===== config.mk =====
export PLATFORM = sky130hd
export DESIGN_NAME = pwm_capture
export DESIGN_NICKNAME = d
export VERILOG_FILES = /design/src/rtl/pwm_pkg.sv /design/src/rtl/pwm_capture_sync.sv /design/src/rtl/pwm_capture.sv
export SDC_FILE = /design/constraint.sdc
export NUM_CORES = 1
export LEC_CHECK = 0
export BUFFER_PORTS_ARGS = -buffer_cell sky130_fd_sc_hd__buf_2
export CAP_MARGIN = 20
export CORE_MARGIN = 2
export CORE_UTILIZATION = 44
export CTS_BUF_LIST = sky130_fd_sc_hd__clkbuf_16
export CTS_CLUSTER_DIAMETER = 80
export DETAILED_ROUTE_END_ITERATION = 12
export HOLD_SLACK_MARGIN = 0.03
export PLACE_DENSITY = 0.63
export SLEW_MARGIN = 20
export SYNTH_ARGS = -nofsm -noshare
export SYNTH_HDL_FRONTEND = slang
export SYNTH_HIERARCHICAL = 1
export SYNTH_SLANG_ARGS = --single-unit

===== constraint.sdc =====
create_clock -name clk_i -period 3.55 [get_ports clk_i]
set_clock_uncertainty 0.1 [all_clocks]
set_input_delay 0.355 -clock clk_i [delete_from_list [all_inputs] [get_ports clk_i]]
set_output_delay 0.355 -clock clk_i [all_outputs]
set_load 0.03 [all_outputs]

===== src/rtl/pwm_pkg.sv =====
// Shared definitions for the PWM generator / capture pair.
// Latency: n/a (constants and types only).
// Backpressure: n/a.
//   Contents: register word indices, CTRL/STATUS bit positions,
//   capture FSM state encoding, generator mode encodings.
package pwm_pkg;

  // Register word indices (addr[7:2])
  localparam logic [5:0] IDX_CTRL       = 6'd0;
  localparam logic [5:0] IDX_STATUS     = 6'd1;
  localparam logic [5:0] IDX_HIGH_TIME  = 6'd2;
  localparam logic [5:0] IDX_PERIOD     = 6'd3;
  localparam logic [5:0] IDX_EDGE_COUNT = 6'd4;
  localparam logic [5:0] IDX_TIMEOUT    = 6'd5;

  // CTRL bit positions
  localparam int CTRL_ENABLE = 0;
  localparam int CTRL_IRQ_EN = 1;
  localparam int CTRL_CLEAR  = 2;

  // STATUS bit positions
  localparam int STAT_VALID    = 0;
  localparam int STAT_OVERFLOW = 1;
  localparam int STAT_LEVEL    = 2;

  // Capture FSM states
  typedef enum logic [1:0] {
    ST_DISABLED  = 2'd0,
    ST_WAIT_RISE = 2'd1,
    ST_MEAS_HIGH = 2'd2,
    ST_MEAS_LOW  = 2'd3
  } cap_state_e;

  // Generator output modes
  typedef enum logic [1:0] {
    PWM_MODE_STANDARD  = 2'd0,
    PWM_MODE_BLINK     = 2'd1,
    PWM_MODE_HEARTBEAT = 2'd2
  } pwm_mode_e;

endpackage


===== src/rtl/pwm_capture_sync.sv =====
// Synchronizer chain plus edge detector for the asynchronous capture input.
// Latency: pwm_i edge to rise_o/fall_o = SYNC_STAGES cycles (consumed one edge later).
// Backpressure: none; free-running every cycle.
//   Ports: clk_i, rst_ni (async active-low), pwm_i (async input),
//          level_o (synchronized level), rise_o / fall_o (one-cycle edge strobes).
module pwm_capture_sync
  import pwm_pkg::*;
#(
  parameter int unsigned SYNC_STAGES = 2  // must be >= 2
) (
  input  logic clk_i,
  input  logic rst_ni,
  input  logic pwm_i,
  output logic level_o,
  output logic rise_o,
  output logic fall_o
);

  logic [SYNC_STAGES-1:0] chain;
  logic                   prev;

  always_ff @(posedge clk_i or negedge rst_ni) begin
    if (!rst_ni) begin
      chain <= '0;
      prev  <= 1'b0;
    end else begin
      chain <= {chain[SYNC_STAGES-2:0], pwm_i};
      prev  <= chain[SYNC_STAGES-1];
    end
  end

  assign level_o = chain[SYNC_STAGES-1];
  assign rise_o  =  level_o & ~prev;
  assign fall_o  = ~level_o &  prev;

endmodule


===== src/rtl/pwm_capture.sv =====
// Input-capture block: measures high time and period of pwm_i in clk_i cycles.
// Latency: completing rise detect -> PERIOD/irq_o 1 cycle; bus request -> ready_o 1 cycle.
// Backpressure: one access accepted every 2 cycles (valid_i && !ready_o); no stalls otherwise.
//   Ports: clk_i, rst_ni (async active-low); valid_i/we_i/addr_i/wdata_i bus request,
//          ready_o one-cycle acknowledge, rdata_o registered read data;
//          pwm_i measured signal (async), irq_o one pulse per completed measurement.
module pwm_capture
  import pwm_pkg::*;
#(
  parameter int unsigned BITS        = 32,
  parameter int unsigned SYNC_STAGES = 2
) (
  input  logic            clk_i,
  input  logic            rst_ni,
  input  logic            valid_i,
  input  logic            we_i,
  input  logic [BITS-1:0] addr_i,
  input  logic [BITS-1:0] wdata_i,
  output logic            ready_o,
  output logic [BITS-1:0] rdata_o,
  input  logic            pwm_i,
  output logic            irq_o
);

  localparam logic [BITS-1:0] ONE = {{(BITS-1){1'b0}}, 1'b1};

  // Input path
  logic level, rise, fall;

  pwm_capture_sync #(
    .SYNC_STAGES(SYNC_STAGES)
  ) u_sync (
    .clk_i  (clk_i),
    .rst_ni (rst_ni),
    .pwm_i  (pwm_i),
    .level_o(level),
    .rise_o (rise),
    .fall_o (fall)
  );

  // Register state
  logic            enable, irq_en;
  logic            valid, overflow;
  logic [BITS-1:0] timeout_lim;
  logic [BITS-1:0] high_time, period, edge_count;

  // FSM state
  cap_state_e      state, state_nxt;
  logic [BITS-1:0] cnt, cnt_nxt;
  logic [BITS-1:0] hi_lat, hi_lat_nxt;
  logic            capture, timeout_hit, limit;

  // Bus decode
  logic [5:0] idx;
  logic       accept, wr, rd, wr_ctrl, clear, enable_eff;
  logic       unused_addr;

  assign idx         = addr_i[7:2];
  assign unused_addr = ^{addr_i[BITS-1:8], addr_i[1:0]};
  assign accept      = valid_i & ~ready_o;
  assign wr          = accept &  we_i;
  assign rd          = accept & ~we_i;
  assign wr_ctrl     = wr && (idx == IDX_CTRL);
  assign clear       = wr_ctrl & wdata_i[CTRL_CLEAR];

  // A CTRL write takes effect on the FSM in the same cycle it is accepted, so
  // clearing enable can never race a completing rise into a capture.
  assign enable_eff  = wr_ctrl ? wdata_i[CTRL_ENABLE] : enable;

  // Abort the measurement on a user timeout or when the counter would wrap.
  assign limit = ((timeout_lim != '0) && (cnt == timeout_lim)) || (cnt == '1);

  always_comb begin
    state_nxt   = state;
    cnt_nxt     = cnt;
    hi_lat_nxt  = hi_lat;
    capture     = 1'b0;
    timeout_hit = 1'b0;
    if (!enable_eff) begin
      state_nxt = ST_DISABLED;
      cnt_nxt   = '0;
    end else begin
      case (state)
        ST_DISABLED: begin
          state_nxt = ST_WAIT_RISE;
          cnt_nxt   = '0;
        end
        ST_WAIT_RISE: begin
          if (rise) begin
            cnt_nxt   = ONE;
            state_nxt = ST_MEAS_HIGH;
          end
        end
        ST_MEAS_HIGH: begin
          if (limit) begin
            timeout_hit = 1'b1;
            cnt_nxt     = '0;
            state_nxt   = ST_WAIT_RISE;
          end else begin
            // The falling-edge cycle itself is the first low cycle, so cnt
            // keeps counting through it and PERIOD comes out as high+low.
            cnt_nxt = cnt + ONE;
            if (fall) begin
              hi_lat_nxt = cnt;
              state_nxt  = ST_MEAS_LOW;
            end
          end
        end
        ST_MEAS_LOW: begin
          if (limit) begin
            timeout_hit = 1'b1;
            cnt_nxt     = '0;
            state_nxt   = ST_WAIT_RISE;
          end else if (rise) begin
            capture   = 1'b1;
            cnt_nxt   = ONE;
            state_nxt = ST_MEAS_HIGH;
          end else begin
            cnt_nxt = cnt + ONE;
          end
        end
        default: begin
          state_nxt = ST_DISABLED;
          cnt_nxt   = '0;
        end
      endcase
    end
  end

  always_ff @(posedge clk_i or negedge rst_ni) begin
    if (!rst_ni) begin
      state  <= ST_DISABLED;
      cnt    <= '0;
      hi_lat <= '0;
    end else begin
      state  <= state_nxt;
      cnt    <= cnt_nxt;
      hi_lat <= hi_lat_nxt;
    end
  end

  // Results and sticky status. clear beats a same-cycle capture/timeout for
  // the status bits and EDGE_COUNT, while HIGH_TIME/PERIOD still update.
  always_ff @(posedge clk_i or negedge rst_ni) begin
    if (!rst_ni) begin
      high_time  <= '0;
      period     <= '0;
      edge_count <= '0;
      valid      <= 1'b0;
      overflow   <= 1'b0;
      irq_o      <= 1'b0;
    end else begin
      if (capture) begin
        high_time <= hi_lat;
        period    <= cnt;
      end
      if (clear) begin
        valid      <= 1'b0;
        overflow   <= 1'b0;
        edge_count <= '0;
      end else begin
        if (capture) begin
          valid      <= 1'b1;
          edge_count <= edge_count + ONE;
        end
        if (timeout_hit) begin
          overflow <= 1'b1;
        end
      end
      irq_o <= capture & irq_en;
    end
  end

  // Writable registers
  always_ff @(posedge clk_i or negedge rst_ni) begin
    if (!rst_ni) begin
      enable      <= 1'b0;
      irq_en      <= 1'b0;
      timeout_lim <= '0;
    end else if (wr) begin
      if (idx == IDX_CTRL) begin
        enable <= wdata_i[CTRL_ENABLE];
        irq_en <= wdata_i[CTRL_IRQ_EN];
      end
      if (idx == IDX_TIMEOUT) begin
        timeout_lim <= wdata_i;
      end
    end
  end

  // Read mux; sampled at the accept edge, so a same-cycle capture is not visible.
  logic [BITS-1:0] rd_val;

  always_comb begin
    rd_val = '0;
    case (idx)
      IDX_CTRL: begin
        rd_val[CTRL_ENABLE] = enable;
        rd_val[CTRL_IRQ_EN] = irq_en;
      end
      IDX_STATUS: begin
        rd_val[STAT_VALID]    = valid;
        rd_val[STAT_OVERFLOW] = overflow;
        rd_val[STAT_LEVEL]    = level;
      end
      IDX_HIGH_TIME:  rd_val = high_time;
      IDX_PERIOD:     rd_val = period;
      IDX_EDGE_COUNT: rd_val = edge_count;
      IDX_TIMEOUT:    rd_val = timeout_lim;
      default:        rd_val = '0;
    endcase
  end

  always_ff @(posedge clk_i or negedge rst_ni) begin
    if (!rst_ni) begin
      ready_o <= 1'b0;
      rdata_o <= '0;
    end else begin
      ready_o <= accept;
      if (rd) begin
        rdata_o <= rd_val;
      end
    end
  end

endmodule

Word-level counts from Yosys, hierarchy flattened --
Index checks and enable logic that the tools add are counted.
Word-level totals: flip-flop bits (word level) 235, input bits 69, logic and storage cells 83
Operators by class: $add $sub $neg 2, equal/unequal tests 12, mux-type cells 29, bitwise logic cells 12, reduce and logical (&&, ||, !) cells 12
Operator list (count):
- $mux W32 | 7
- $pmux W32 S4 | 1
- $pmux W29 S4 | 1
- $add A32 B1 Y32 const B | 2
- $eq A32 B32 Y1 | 1
- $eq A32 B32 Y1 const B | 1
- $reduce_bool A32 Y1 | 1
- $eq A6 B2 Y1 const B | 2
- $eq A6 B3 Y1 const B | 2
- $mux W1 | 12
- $pmux W2 S6 | 1
- $mux W2 | 5
- $pmux W2 S4 | 1
- $and A1 B1 Y1 | 7
- $eq A6 B1 Y1 const B | 1
- $logic_not A6 Y1 | 1
- $not A1 Y1 | 5
- $pmux W1 S5 | 1
- $eq A2 B2 Y1 const B | 2
- $ne A4 B4 Y1 const B | 1
- $reduce_and A2 Y1 | 2
- $reduce_and A4 Y1 | 1
- $reduce_bool A2 Y1 | 2
- $ne A3 B3 Y1 const B | 1
- 5 further kinds | 6

Depth between registers and ports, before layout --
Gate-level depths: netlist (run 1).
depth after elaboration 8, depth in mapped cells 10, depth with buffers taken out 7

Cells and area by module --
Netlist (run 1), hierarchy kept.
Modules (own cells, without submodules):
- pwm_capture | times used 1, cells each 1002, area each 11287.1 sq um, sequential area each 5805.6 sq um
- pwm_capture_sync | times used 1, cells each 5, area each 90.1 sq um, sequential area each 75.1 sq um

Worst setup path before layout (run 1) --
Ideal clock, no wire load.
path kind register -> register, start point reg ready_o, end point reg edge_count[10], setup time 0.078 ns, arrival 3.070 ns, slack 0.302 ns, cell stages (with the launch flop) 7, cell sequence dfrtp_1 or4bb_1 nor3_4 mux2i_1 nor4b_1 or4b_2 a21oi_1
On the way: word-level cells in the longest chain between the ends 7, elaborated cells on any way between the ends 9, those cells by class 3 x mux; 4 x bitwise; 2 x reduce/logical
RTL lines:
- start: declaration | RTL line pwm_capture.sv:19 | output logic ready_o,
- start signal: assignment | RTL line pwm_capture.sv:219 | ready_o <= accept;
- $not A1 Y1 (*) | RTL line pwm_capture.sv:60 | assign accept = valid_i & ~ready_o;
- $and A1 B1 Y1 (*) | RTL line pwm_capture.sv:60
- $and A1 B1 Y1 (*) | RTL line pwm_capture.sv:61 | assign wr = accept & we_i;
- $logic_and A1 B1 Y1 (*) | RTL line pwm_capture.sv:63 | assign wr_ctrl = wr && (idx == IDX_CTRL);
- $mux W1 | RTL line pwm_capture.sv:68 | assign enable_eff = wr_ctrl ? wdata_i[CTRL_ENABLE] : enable;
- $mux W1 | RTL line pwm_capture.sv:79 | if (!enable_eff) begin
- $reduce_bool A2 Y1 (no source line)
- end signal: assignment | RTL line pwm_capture.sv:164 | edge_count <= edge_count + ONE;
- end: declaration | RTL line pwm_capture.sv:45 | logic [BITS-1:0] high_time, period, edge_count;
Every way passes the cells marked *; elsewhere a longest branch is shown, timed or not. A chain may end at the register's enable or synchronous reset.

Worst setup path after layout (run 1) --
start point reg cnt[1], end point reg period[6]
On the way: word-level cells in the longest chain between the ends 6, elaborated cells on any way between the ends 7, those cells by class 2 x eq/ne; 3 x mux; 2 x reduce/logical
RTL lines:
- start: declaration | RTL line pwm_capture.sv:49 | logic [BITS-1:0] cnt, cnt_nxt;
- start signal: assignment | RTL line pwm_capture.sv:137 | cnt <= cnt_nxt;
- $eq A32 B32 Y1 | RTL line pwm_capture.sv:71 | assign limit = ((timeout_lim != '0) && (cnt == timeout_lim)) || (cnt == '1);
- $logic_and A1 B1 Y1 | RTL line pwm_capture.sv:71
- $logic_or A1 B1 Y1 (*) | RTL line pwm_capture.sv:71
- $mux W1 (*) | RTL line pwm_capture.sv:110 | if (limit) begin
- $mux W1 (*) | RTL line pwm_capture.sv:83 | case (state)
- $mux W1 (*) | RTL line pwm_capture.sv:79
- end signal: assignment | RTL line pwm_capture.sv:155 | period <= cnt;
- end: declaration | RTL line pwm_capture.sv:45
Marked as above.

==> impl_metrics.sql, run 1 <==
INSERT INTO impl_metrics (metric_group, metric, value, unit) VALUES
('outcome', 'outcome', 'completed', ''),
('critical_path', 'criticalPathCategory', 'flip-flop to flip-flop', ''),
('grt', 'via_count_of_the_first_global_routing_pass', '8436', ''),
('sta', 'timing_max_transition_violations_final', '0', ''),
('min_path', 'hp-class', 'input pin to flip-flop', ''),
('synth', 'seq_area_frac_synth', '51.69', '%'),
('drt', 'routed_via_density', '6.020', ''),
('critical_path', 'worst_ep_required_time', '3860', 'ps'),
('final_layout', 'final_layout_net_count', '1167', ''),
('floorplan', 'initial_utilization', '45.05', '%'),
('synth', 'syn-cell-area', '11380', 'µm²'),
('synth', 'net_count_of_the_mapped_netlist', '1078', ''),
('floorplan', 'core_area', '25250', 'µm²'),
('placed_design', 'dp_hpwl', '20210', 'µm'),
('synth', 'async_flop_share', '100.0', '%'),
('sta', 'period_share', '88.96', '%'),
('placed_design', 'gp_routability_congestion', '0.8909', ''),
('pwr', 'pwr_density_cell', '432.0', 'nW/µm²'),
('grt', 'antenna_found_initial', '0', ''),
('final_layout', 'postLayoutCellArea', '13280', 'µm²'),
('clocking', 'numClockSinks', '235', ''),
('critical_path', 'cp-end-kind', 'flip-flop', ''),
('final_layout', 'layout-drive-gt1-share', '26.93', '%'),
('drt', 'vias', '8693', ''),
('job', 'maxCapViolCount', '0', ''),
('final_layout', 'synthToLayoutAreaGrowth', '16.75', '%'),
('synth', 'syn_inst', '1007', ''),
('drt', 'topRoutingLayerUsed', 'met4', ''),
('drt', 'm1WireLength', '13500', 'µm'),
('clocking', 'cts_tree', 'done', ''),
('clocking', 'clock_insertion_delay_worst_skew', '530', 'ps'),
('clocking', 'htree_levels', '1', ''),
('clocking', 'numCtsBuffers', '27', ''),
('synth', 'yosys_warnings', '6', ''),
('drt', 'route.met2.wl', '14130', 'µm'),
('sta', 'timing_worst_slew_pin_value', '971.3', 'ps'),
('sta', 'maximum_clock_frequency', '316.6', 'MHz'),
('floorplan', 'row_count', '58', ''),
('placed_design', 'portBuffers', '76', ''),
('final_layout', 'number_of_diodes', '0', ''),
('floorplan', 'chipWidth', '164.8', 'µm'),
('grt', 'largest_net_degree_at_the_start_of_global_routing', '117', ''),
('synth', 'synth_area_per_cell', '11.30', 'µm²'),
('drt', 'postRouteAntennaNets', '0', ''),
('synth', 'synth.lib_cells_used.distinct', '58', ''),
('placed_design', 'placed_cell_area', '12150', 'µm²'),
('sta', 'setup-violations-final', '0', ''),
('sta', 'setup_total_negative_slack', '0', 'ps'),
('sta', 'timing.slew.headroom', '35.24', '%'),
('floorplan', 'area_of_the_die', '27160', 'µm²'),
('sta', 'unrepaired_setup_endpoints_after_global_routing', 'no', ''),
('drt', 'drt-initial-drc-count', '723', ''),
('floorplan', 'dieHeight', '164.8', 'µm'),
('grt', 'grt_pass1_wl', '48000', 'µm'),
('clocking', 'cts.repair_timing.setup_buffer_count', '0', ''),
('synth', 'synth.ff_latch_count', '235', ''),
('pwr', 'vdd_drop_max', '297.1', 'µV'),
('sta', 'period_needed', '3158', 'ps'),
('synth', 'synthFlopType', 'sky130_fd_sc_hd__dfrtp_1', ''),
('critical_path', 'critical_path_peak_fanout', '65', ''),
('drt', 'wire_per_inst', '20.78', 'µm'),
('drt', 'routed_wl', '30010', 'µm'),
('drt', 'dr_wl_met3', '1438', 'µm'),
('critical_path', 'worstSetupStartpointType', 'flip-flop', ''),
('grt', 'groute.usage.overall', '22.64', '%'),
('clocking', 'root_driver', 'sky130_fd_sc_hd__clkbuf_16', ''),
('clocking', 'clkSlewWorstSetupHoldPaths', '60', 'ps'),
('sta', 'timing_hold_violations_final', '0', ''),
('floorplan', 'num_io_pins', '103', ''),
('clocking', 'cts_max_path_buffers', '3', ''),
('critical_path', 'worst_ep_arrival_time', '3470', 'ps'),
('drt', 'dr.pass1.iters', '5', ''),
('grt', 'globalRoute.totalOverflow', '0', ''),
('synth', 'synth_edf_count', '0', ''),
('drt', 'post-route-drc-count', '0', ''),
('pwr', 'leakagePower', '0.006150', 'µW');
[metrics by stage]
stage          instances  setup WS [ps]  hold slack (ps)  total power [µW]  util [%]
2_1_floorplan       1007          302.0           -40.59              3016         -
3_3_place_gp        1363          402.3            234.5              3230     48.10
3_5_place_dp        1363          403.9            235.6              3233     48.10
4_1_cts             1444          444.8            39.54              5782     52.60
5_1_grt             1444          246.0            56.28              5940     52.60
6_report            1444          391.9            50.08              5739     52.60
[cell usage in the layout (no fill, tap or decap), types with 8 or more instances in the layout]
master / n
sky130_fd_sc_hd__nand2_1: 36
sky130_fd_sc_hd__inv_1: 20
sky130_fd_sc_hd__nor3_1: 16
sky130_fd_sc_hd__xor2_1: 37
sky130_fd_sc_hd__clkbuf_16: 27
sky130_fd_sc_hd__buf_4: 39
sky130_fd_sc_hd__o31ai_1: 26
sky130_fd_sc_hd__a22oi_1: 29
sky130_fd_sc_hd__dfrtp_1: 235
sky130_fd_sc_hd__dlygate4sd3_1: 34
sky130_fd_sc_hd__a22o_1: 32
sky130_fd_sc_hd__nand4_1: 27
sky130_fd_sc_hd__nor4_1: 30
sky130_fd_sc_hd__or4_1: 30
sky130_fd_sc_hd__nor2_1: 31
sky130_fd_sc_hd__o21ai_0: 11
sky130_fd_sc_hd__and3_1: 8
sky130_fd_sc_hd__buf_2: 75
sky130_fd_sc_hd__a221oi_1: 29
sky130_fd_sc_hd__and2_1: 8
sky130_fd_sc_hd__a21oi_1: 68
sky130_fd_sc_hd__mux2_2: 136
sky130_fd_sc_hd__xnor2_1: 9
sky130_fd_sc_hd__nand3_1: 31
[Yosys cell counts, types with 7 or more instances]
cell type	instances	area share (%)
sky130_fd_sc_hd__o21ai_0	11	0.48
sky130_fd_sc_hd__nor4_1	30	1.6
sky130_fd_sc_hd__a221oi_1	29	2.2
sky130_fd_sc_hd__mux2_2	136	13
sky130_fd_sc_hd__and2_1	8	0.44
sky130_fd_sc_hd__a21oi_1	68	3.0
sky130_fd_sc_hd__and3_1	9	0.49
sky130_fd_sc_hd__xor2_1	37	2.8
sky130_fd_sc_hd__nand2_1	36	1.2
sky130_fd_sc_hd__buf_1	8	0.26
sky130_fd_sc_hd__a22o_1	32	2.5
sky130_fd_sc_hd__nand4_1	27	1.5
sky130_fd_sc_hd__o31ai_1	26	1.7
sky130_fd_sc_hd__xnor2_1	9	0.69
sky130_fd_sc_hd__inv_1	14	0.46
sky130_fd_sc_hd__or3_1	7	0.38
sky130_fd_sc_hd__nor2_1	34	1.1
sky130_fd_sc_hd__dfrtp_1	235	52
sky130_fd_sc_hd__buf_2	9	0.40
sky130_fd_sc_hd__clkbuf_1	66	2.2
sky130_fd_sc_hd__nand3_1	31	1.4
sky130_fd_sc_hd__a22oi_1	29	1.9
sky130_fd_sc_hd__nor3_1	17	0.75
sky130_fd_sc_hd__or4_1	30	2.0
[sequential cells by signal (all words and copies together) (netlist names)]
name          flops
high_time        32
cnt              32
hi_lat           32
overflow          1
edge_count       32
period           32
ready_o           1
irq_en            1
state             2
valid             1
enable            1
u_sync/prev       1
irq_o             1
u_sync/chain      2
rdata_o          32
timeout_lim      32
[cell families after synthesis]
group	count (synthesis)	synth area share, %
simple gates	257	12.97
mux	141	13.91
buf+inv	105	3.893
flops	235	51.69
xor+xnor	46	3.541
compound gates	221	13.78
fa+ha+maj	2	0.2199
[where the power goes]
group	switching [µW]	leakage, µW	internal [µW]
Clock	1080	0.000408	1440
Combinational	281	0.00250	157
Sequential	62.7	0.00325	2720
Total	1420	0.00615	4320
[timing repair]
action                                 CTS  global route
endpoints found under the hold margin  144             0
hold buffers                            34             0
gates resized for setup                  0             0
[metal layers]
layer  up-vias  GRT usage (%)
met4         0          7.312
met2       222          35.98
met1      4395          32.17
li1       4003              -
met3        73          3.114
met5         -              0
[cell type report]
type	instances	area, µm²
clock buffer	27	675.6
clock inverter	20	120.1
fill	2279	11970
inverter	14	52.55
multi-input combinational	667	5077
sequential	235	5881
tap	330	412.9
timing repair buffer	151	1064
[worst paths after layout]
kind                                    to  slack [ps]  cells past startpoint       startpoint
setup / recovery                 period[6]         390                      9           cnt[1]
max in group asynchronous       rdata_o[7]        2050                      3           rst_ni
setup reg to reg                 period[6]         390                      9           cnt[1]
hold reg to reg            u_sync/chain[1]         250                      0  u_sync/chain[0]
hold / removal              timeout_lim[0]          50                      2       wdata_i[0]
min in group asynchronous            irq_o         310                      2           rst_ni
[critical path, cell delays in order (launching register included)]
cell and delay, ps:
sky130_fd_sc_hd__dfrtp_1 520, sky130_fd_sc_hd__ha_1 330, sky130_fd_sc_hd__nand4_1 190, sky130_fd_sc_hd__or4_1 520, sky130_fd_sc_hd__nor4_1 310, sky130_fd_sc_hd__buf_4 220, sky130_fd_sc_hd__or4_1 210, sky130_fd_sc_hd__nor2_4 50
sky130_fd_sc_hd__buf_12 210, sky130_fd_sc_hd__mux2_2 330
(Power assumes the default switching activity.)
==> inputs of run 2 (changes only) <==
Settings changed: ABC_AREA set to 1.
==> impl_metrics.sql, run 2 <==
INSERT INTO impl_metrics (metric_group, metric, value, unit) VALUES
('min_path', 'worst_hold_startpoint', 'wdata_i[2]', ''),
('clocking', 'numClockSinks', '235', ''),
('synth', 'synth_area_per_cell', '7.965', 'µm²'),
('final_layout', 'synthToLayoutAreaGrowth', '15.63', '%'),
('min_path', 'whs_endpoint', 'timeout_lim[2]', ''),
('floorplan', 'num_io_pins', '103', ''),
('grt', 'grt_pass1_wl', '55860', 'µm'),
('floorplan', 'initial_utilization', '44.83', '%'),
('sta', 'setup-violations-final', '0', ''),
('sta', 'timing_worst_slew_pin_value', '670.9', 'ps'),
('clocking', 'cts_tree', 'done', ''),
('drt', 'drt-initial-drc-count', '903', ''),
('synth', 'synth.lib_cells_used.distinct', '41', ''),
('grt', 'via_count_of_the_first_global_routing_pass', '10100', ''),
('synth', 'synth_top_area_share', '48.54', '%'),
('synth', 'async_flop_share', '100.0', '%'),
('drt', 'route.met2.wl', '16680', 'µm'),
('critical_path', 'worst-r2r-setup-slack', '960', 'ps'),
('critical_path', 'critical_path.cell_chain', 'inv_1 > nand2_1 > nor3_1 > nand2_1 > nor2_1 > nand2_1 > nand3_1 > nand3_4 > nand2_4 > buf_4 > nand2_1 > o21ai_1', ''),
('synth', 'seq_area_frac_synth', '48.54', '%'),
('synth', 'synth.ff_latch_count', '235', ''),
('drt', 'dr.pass1.iters', '5', ''),
('critical_path', 'crit_path_top_delay_cell', 'sky130_fd_sc_hd__dfrtp_1', ''),
('synth', 'synth_edf_count', '0', ''),
('drt', 'dr_wl_met3', '1923', 'µm'),
('synth', 'net_count_of_the_mapped_netlist', '1592', ''),
('critical_path', 'crit_start', 'timeout_lim[17]', ''),
('pwr', 'vdd_drop_max', '365.6', 'µV'),
('sta', 'period_needed', '2590', 'ps'),
('critical_path', 'critical_path.max_stage_delay', '390', 'ps'),
('clocking', 'clkSlewWorstSetupHoldPaths', '60', 'ps'),
('final_layout', 'multi_input_area', '5191', 'µm²'),
('final_layout', 'post-route-util', '51.83', '%'),
('sta', 'timing.slew.headroom', '55.28', '%'),
('synth', 'synthFlopType', 'sky130_fd_sc_hd__dfrtp_1', ''),
('drt', 'post-route-drc-count', '0', ''),
('floorplan', 'dieHeight', '169.9', 'µm'),
('drt', 'postRouteAntennaNets', '0', ''),
('placed_design', 'gp_routability_congestion', '0.9001', ''),
('clocking', 'htree_levels', '1', ''),
('placed_design', 'portBuffers', '76', ''),
('synth', 'synthTopCellsByArea', 'sky130_fd_sc_hd__dfrtp_1 (49%), sky130_fd_sc_hd__nand2_1 (12%), sky130_fd_sc_hd__nor2_1 (5.1%)', ''),
('sta', 'timing_max_transition_violations_final', '0', ''),
('critical_path', 'cp-end-kind', 'flip-flop', ''),
('clocking', 'root_driver', 'sky130_fd_sc_hd__clkbuf_16', ''),
('final_layout', 'num-fill-cells', '2618', ''),
('drt', 'topRoutingLayerUsed', 'met4', ''),
('floorplan', 'chipWidth', '169.9', 'µm'),
('critical_path', 'crit_path_frequent_cell', 'sky130_fd_sc_hd__nand2_1', ''),
('sta', 'period_share', '72.95', '%'),
('synth', 'synth.cells.most_frequent', 'sky130_fd_sc_hd__nand2_1 (392), sky130_fd_sc_hd__dfrtp_1 (235), sky130_fd_sc_hd__nor2_1 (164), sky130_fd_sc_hd__inv_1 (155), sky130_fd_sc_hd__o21ai_1 (78)', ''),
('placed_design', 'dp_hpwl', '24910', 'µm'),
('min_path', 'hp-class', 'input pin to flip-flop', ''),
('critical_path', 'critical_path.reg2reg.endpoint', 'edge_count[9]', ''),
('clocking', 'numCtsBuffers', '27', ''),
('synth', 'yosys_warnings', '6', ''),
('job', 'maxCapViolCount', '0', ''),
('clocking', 'cts.repair_timing.setup_buffer_count', '0', ''),
('final_layout', 'commonest_non_fill_non_tap_cell_in_the_layout', 'sky130_fd_sc_hd__nand2_1', ''),
('synth', 'yosys.cell_count.top_type', 'sky130_fd_sc_hd__nand2_1', ''),
('sta', 'fin_ws', '960.4', 'ps'),
('min_path', 'hold_crit_depth', '3', ''),
('final_layout', 'layout_common_cells', 'sky130_fd_sc_hd__nand2_1 (391), sky130_fd_sc_hd__dfrtp_1 (235), sky130_fd_sc_hd__nor2_1 (160), sky130_fd_sc_hd__inv_1 (158), sky130_fd_sc_hd__o21ai_1 (78)', ''),
('outcome', 'outcome', 'completed', ''),
('grt', 'groute.usage.overall', '24.96', '%'),
('critical_path', 'reg2regPathDepth', '12', ''),
('clocking', 'cts_max_path_buffers', '3', ''),
('final_layout', 'regArea', '5881', 'µm²'),
('sta', 'maximum_clock_frequency', '386.2', 'MHz'),
('critical_path', 'cpLargestDelayFamily', 'simple AND/OR/NAND/NOR gates', ''),
('pwr', 'power.total', '7679', 'µW'),
('sta', 'unrepaired_setup_endpoints_after_global_routing', 'no', ''),
('clocking', 'clock_insertion_delay_worst_skew', '550', 'ps'),
('grt', 'largest_net_degree_at_the_start_of_global_routing', '131', ''),
('pwr', 'pwr_density_cell', '548.2', 'nW/µm²'),
('drt', 'm1WireLength', '15940', 'µm'),
('sta', 'timing_hold_violations_final', '0', ''),
('floorplan', 'core_area', '27030', 'µm²'),
('clocking', 'ctsHoldBuffers', '35', ''),
('critical_path', 'worstSetupStartpointType', 'flip-flop', ''),
('drt', 'vias', '10470', ''),
('floorplan', 'row_count', '60', ''),
('pwr', 'leakagePower', '0.006354', 'µW'),
('synth', 'syn-cell-area', '12120', 'µm²'),
('critical_path', 'criticalPathCategory', 'flip-flop to flip-flop', ''),
('drt', 'routed_wl', '35570', 'µm'),
('drt', 'wire_per_inst', '18.12', 'µm'),
('grt', 'globalRoute.totalOverflow', '0', ''),
('critical_path', 'worst_ep_arrival_time', '2950', 'ps'),
('final_layout', 'number_of_diodes', '0', ''),
('final_layout', 'final_layout_net_count', '1672', ''),
('critical_path', 'cp_num_buf_inv', '2', ''),
('grt', 'antenna_found_initial', '0', ''),
('drt', 'routed_via_density', '5.335', ''),
('placed_design', 'place_worst_setup_slack', '906.7', 'ps'),
('clocking', 'cts_resized', '0', ''),
('critical_path', 'timing.rr.start', 'timeout_lim[17]', ''),
('critical_path', 'critical_path_peak_fanout', '37', ''),
('sta', 'finalHoldWorstSlack', '55.40', 'ps'),
('critical_path', 'worst_ep_required_time', '3910', 'ps'),
('final_layout', 'layout-drive-gt1-share', '11.84', '%'),
('synth', 'syn_inst', '1521', ''),
('floorplan', 'area_of_the_die', '28880', 'µm²'),
('synth', 'synthDominantAreaCellType', 'sky130_fd_sc_hd__dfrtp_1', ''),
('sta', 'setup_total_negative_slack', '0', 'ps');
## run 2: cell families after synthesis
kind of cell | share of synthesized area (%)
AO/OA/AOI/OAI | 11.70
XOR/XNOR | 5.060
adder cells (fa/ha/maj) | 0.2065
buffers and inverters | 8.758
flip-flops | 48.54
AND/OR/NAND/NOR | 25.74
## run 2: per-layer routing
metal	track usage (%)	vias up
met1	34.65	5006
met4	7.209	0
li1	-	5120
met5	0	-
met2	41.14	290
met3	3.279	57
## run 2: layout make-up
type,instances,share of cell area [%]
multi-input combinational,1034,37.06
clock buffer,27,4.823
tap,341,3.046
sequential,235,41.98
timing repair buffer,129,6.431
clock inverter,23,1.983
inverter,174,4.680
## run 2: stage by stage
step / area [µm²] / instances
6_report: 14010 / 1963
3_5_place_dp: 12700 / 1878
4_1_cts: 14000 / 1963
3_3_place_gp: 12700 / 1878
2_1_floorplan: 12120 / 1521
5_1_grt: 14010 / 1963
## run 2: how the worst max path moves through the flow
| stage | endpoint | depth (start not counted) |
|---|---|---|
| 2_1_floorplan | high_time[0] | 12 |
| 3_3_place_gp | cnt[10] | 10 |
| 3_5_place_dp | cnt[28] | 11 |
| 4_1_cts | edge_count[1] | 12 |
| 5_1_grt | edge_count[10] | 12 |
| 6_report | edge_count[9] | 12 |
## run 2: where the power goes
part	total [µW]	switching, µW	internal (µW)
clock	2990	1160	1830
sequential	3250	282	2960
combinational	1440	1010	439
## run 2: tightest hold or removal path, delay by kind of cell
| family | cells | cell delay, ps |
|---|---|---|
| AO/OA/AOI/OAI | 1 | 100 |
| buffers and inverters | 2 | 180 |
==> inputs of run 3 (changes only) <==
Settings changed: ABC_AREA 1 to 0, PLACE_DENSITY 0.63 to 0.65.
Clock period 3.55 ns to 2.3 ns, I/O delays scaled along.
==> impl_metrics.sql, run 3 (synthesis results as in run 1) <==
INSERT INTO impl_metrics (metric_group, metric, value, unit) VALUES
('floorplan', 'row_count', '58', ''),
('sta', 'timing_worst_slew_pin_value', '801.1', 'ps'),
('grt', 'globalRoute.totalOverflow', '0', ''),
('floorplan', 'dieHeight', '164.8', 'µm'),
('clocking', 'numClockSinks', '235', ''),
('clocking', 'htree_levels', '1', ''),
('pwr', 'pwr_density_cell', '595.9', 'nW/µm²'),
('sta', 'fin_ws', '-618.4', 'ps'),
('grt', 'antenna_found_initial', '0', ''),
('floorplan', 'core_area', '25250', 'µm²'),
('grt', 'via_count_of_the_first_global_routing_pass', '9922', ''),
('clocking', 'cts_tree', 'done', ''),
('pwr', 'power_frac_seq', '44.5', '%'),
('sta', 'timing_hold_violations_final', '0', ''),
('critical_path', 'critical_path.reg2reg.endpoint', 'period[29]', ''),
('drt', 'routed_via_density', '6.048', ''),
('sta', 'period_share', '126.9', '%'),
('clocking', 'clock_insertion_delay_worst_skew', '530', 'ps'),
('critical_path', 'critical_path.max_stage_delay', '570', 'ps'),
('floorplan', 'chipWidth', '164.8', 'µm'),
('critical_path', 'worstSetupEndpoint', 'period[29]', ''),
('outcome', 'outcome', 'complete, but fails checks', ''),
('drt', 'wire_per_inst', '22.62', 'µm'),
('drt', 'routed_wl', '37050', 'µm'),
('floorplan', 'initial_utilization', '45.05', '%'),
('final_layout', 'commonest_non_fill_non_tap_cell_in_the_layout', 'sky130_fd_sc_hd__dfrtp_1', ''),
('sta', 'timing_max_transition_violations_final', '0', ''),
('critical_path', 'worstSetupStartpointType', 'flip-flop', ''),
('critical_path', 'worst-r2r-setup-slack', '-620', 'ps'),
('final_layout', 'layout_common_cells', 'sky130_fd_sc_hd__dfrtp_1 (234), sky130_fd_sc_hd__buf_4 (181), sky130_fd_sc_hd__mux2_2 (111), sky130_fd_sc_hd__buf_2 (75), sky130_fd_sc_hd__a21oi_1 (46)', ''),
('final_layout', 'synthToLayoutAreaGrowth', '41.49', '%'),
('placed_design', 'gp_routability_congestion', '0.9447', ''),
('critical_path', 'reg2regPathDepth', '8', ''),
('grt', 'busiest_layer', 'met2', ''),
('floorplan', 'num_io_pins', '103', ''),
('grt', 'largest_net_degree_at_the_start_of_global_routing', '79', ''),
('outcome', 'violations_in_the_final_reports', 'negative setup slack', ''),
('pwr', 'p_sw', '2375', 'µW'),
('drt', 'dr.pass1.iters', '5', ''),
('final_layout', 'finalNonFillerCells', '1638', ''),
('clocking', 'root_driver', 'sky130_fd_sc_hd__clkbuf_16', ''),
('critical_path', 'critical_path.cell_chain', 'or4bb_4 > nor3_4 > mux2i_4 > or4_4 > nor2_4 > buf_4 > buf_16 > mux2_2', ''),
('critical_path', 'crit_start', 'ready_o', ''),
('sta', 'unrepaired_setup_endpoints_after_global_routing', 'yes', ''),
('pwr', 'switching_fraction', '24.75', '%'),
('placed_design', 'placed_cell_area', '13570', 'µm²'),
('critical_path', 'worst_ep_required_time', '2620', 'ps'),
('min_path', 'hp-class', 'input pin to asynchronous set/reset pin', ''),
('grt', 'groute.usage.overall', '27.00', '%'),
('sta', 'maximum_clock_frequency', '342.6', 'MHz'),
('grt', 'grt_pass1_wl', '56060', 'µm'),
('final_layout', 'number_of_diodes', '0', ''),
('critical_path', 'critical_path_peak_fanout', '16', ''),
('placed_design', 'dp_hpwl', '23020', 'µm'),
('drt', 'drt-initial-drc-count', '936', ''),
('final_layout', 'final_layout_net_count', '1360', ''),
('clocking', 'numCtsBuffers', '26', ''),
('grt', 'grtUsageMet3', '2.788', '%'),
('critical_path', 'criticalPathCategory', 'flip-flop to flip-flop', ''),
('final_layout', 'layout-drive-gt1-share', '45.03', '%'),
('clocking', 'cts_max_path_buffers', '3', ''),
('grt', 'gr-usage-met2', '44.50', '%'),
('critical_path', 'crit_path_top_delay_cell', 'sky130_fd_sc_hd__or4bb_4', ''),
('clocking', 'clkSlewWorstSetupHoldPaths', '60', 'ps'),
('pwr', 'power.clock.fraction', '44.4', '%'),
('sta', 'setup-violations-final', '165', ''),
('placed_design', 'placedCellCount', '1503', ''),
('critical_path', 'cp-end-kind', 'flip-flop', ''),
('pwr', 'intPower', '7219', 'µW'),
('sta', 'timing.slew.headroom', '46.60', '%'),
('job', 'maxCapViolCount', '0', ''),
('sta', 'setup_total_negative_slack', '-81570', 'ps'),
('pwr', 'power.combinational.fraction', '11.1', '%'),
('critical_path', 'timing.rr.start', 'ready_o', ''),
('final_layout', 'postLayoutCellArea', '16100', 'µm²'),
('pwr', 'vdd_drop_max', '553.6', 'µV'),
('final_layout', 'post-route-util', '63.74', '%'),
('drt', 'postRouteAntennaNets', '0', ''),
('pwr', 'leakagePower', '0.007508', 'µW'),
('drt', 'post-route-drc-count', '0', ''),
('placed_design', 'portBuffers', '76', ''),
('critical_path', 'worst_ep_arrival_time', '3230', 'ps'),
('sta', 'period_needed', '2918', 'ps'),
('drt', 'vias', '9906', ''),
('grt', 'grt.met1_usage', '36.99', '%'),
('floorplan', 'area_of_the_die', '27160', 'µm²');
-- run 3: cell count changes in the layout (fill, tap and decap cells not counted), moves of 27 or more --
cell,delta
sky130_fd_sc_hd__nor2_1,-131
sky130_fd_sc_hd__o21ai_0,-41
sky130_fd_sc_hd__buf_4,+165
sky130_fd_sc_hd__nor3_1,-28
sky130_fd_sc_hd__o22ai_1,-33
sky130_fd_sc_hd__o21ai_1,-74
sky130_fd_sc_hd__nand4_1,-27
sky130_fd_sc_hd__mux2_2,+111
sky130_fd_sc_hd__a22o_1,+32
sky130_fd_sc_hd__a22oi_1,+28
sky130_fd_sc_hd__nand2_1,-355
sky130_fd_sc_hd__inv_1,-140
-- run 3: area by class of cell --
cell class / instances / area [µm²]
clock buffers: 27 / 675.6
clock inverters: 20 / 191.4
fillers: 1910 / 9156
inverters: 14 / 52.55
multi-input cells: 667 / 5769
flip-flops and latches: 235 / 5882
well taps: 330 / 412.9
repair buffers: 345 / 3114
-- run 3: per-stage QoR --
step	worst slack, ps	hold WS (ps)	power (µW)
global route	-707.6	158.0	9873
CTS	-586.6	137.8	9522
global placement	-642.1	85.82	5158
finish	-618.4	108.3	9593
detailed placement	-740.2	85.36	5167
floorplan	-705.9	-165.6	4696
-- run 3: how the worst min path moves through the flow --
stage	to	start	depth (start not counted)
after detailed placement	edge_count[5]	rst_ni	1
after global routing	edge_count[5]	rst_ni	2
final	edge_count[5]	rst_ni	2
after floorplan	cnt[0]	rst_ni	0
after global placement	edge_count[5]	rst_ni	1
after CTS	edge_count[5]	rst_ni	2
-- run 3: metal layers --
metal	share of wire [%]	vias to the layer above
met2	47	358
met1	43	5060
met5	0	-
met4	3.8	0
met3	5.9	92
li1	-	4396
-- run 3: repair_timing --
item / in CTS / in global routing
pin swaps: 22 / 19
buffers inserted: 30 / 20
hold endpoints to repair: 270 / 0
hold buffers: 35 / 0
setup endpoints to repair: 164 / 165
gates resized for setup: 74 / 74
gates cloned: 10 / 4
-- run 3: power by group through the flow --
stage	Combinational, µW	Clock, µW	Sequential, µW
floorplan	358	0	4340
global placement	819	0	4340
detailed placement	828	0	4340
CTS	964	4290	4260
global route	1140	4470	4270
finish	1070	4260	4270
-- run 3: critical path: cells and delay by family (launching register included) --
family / cells / cell delay (ps)
buffers and inverters: 2 / 340
multiplexers: 2 / 450
flip-flops: 1 / 400
AND/OR/NAND/NOR: 4 / 1520
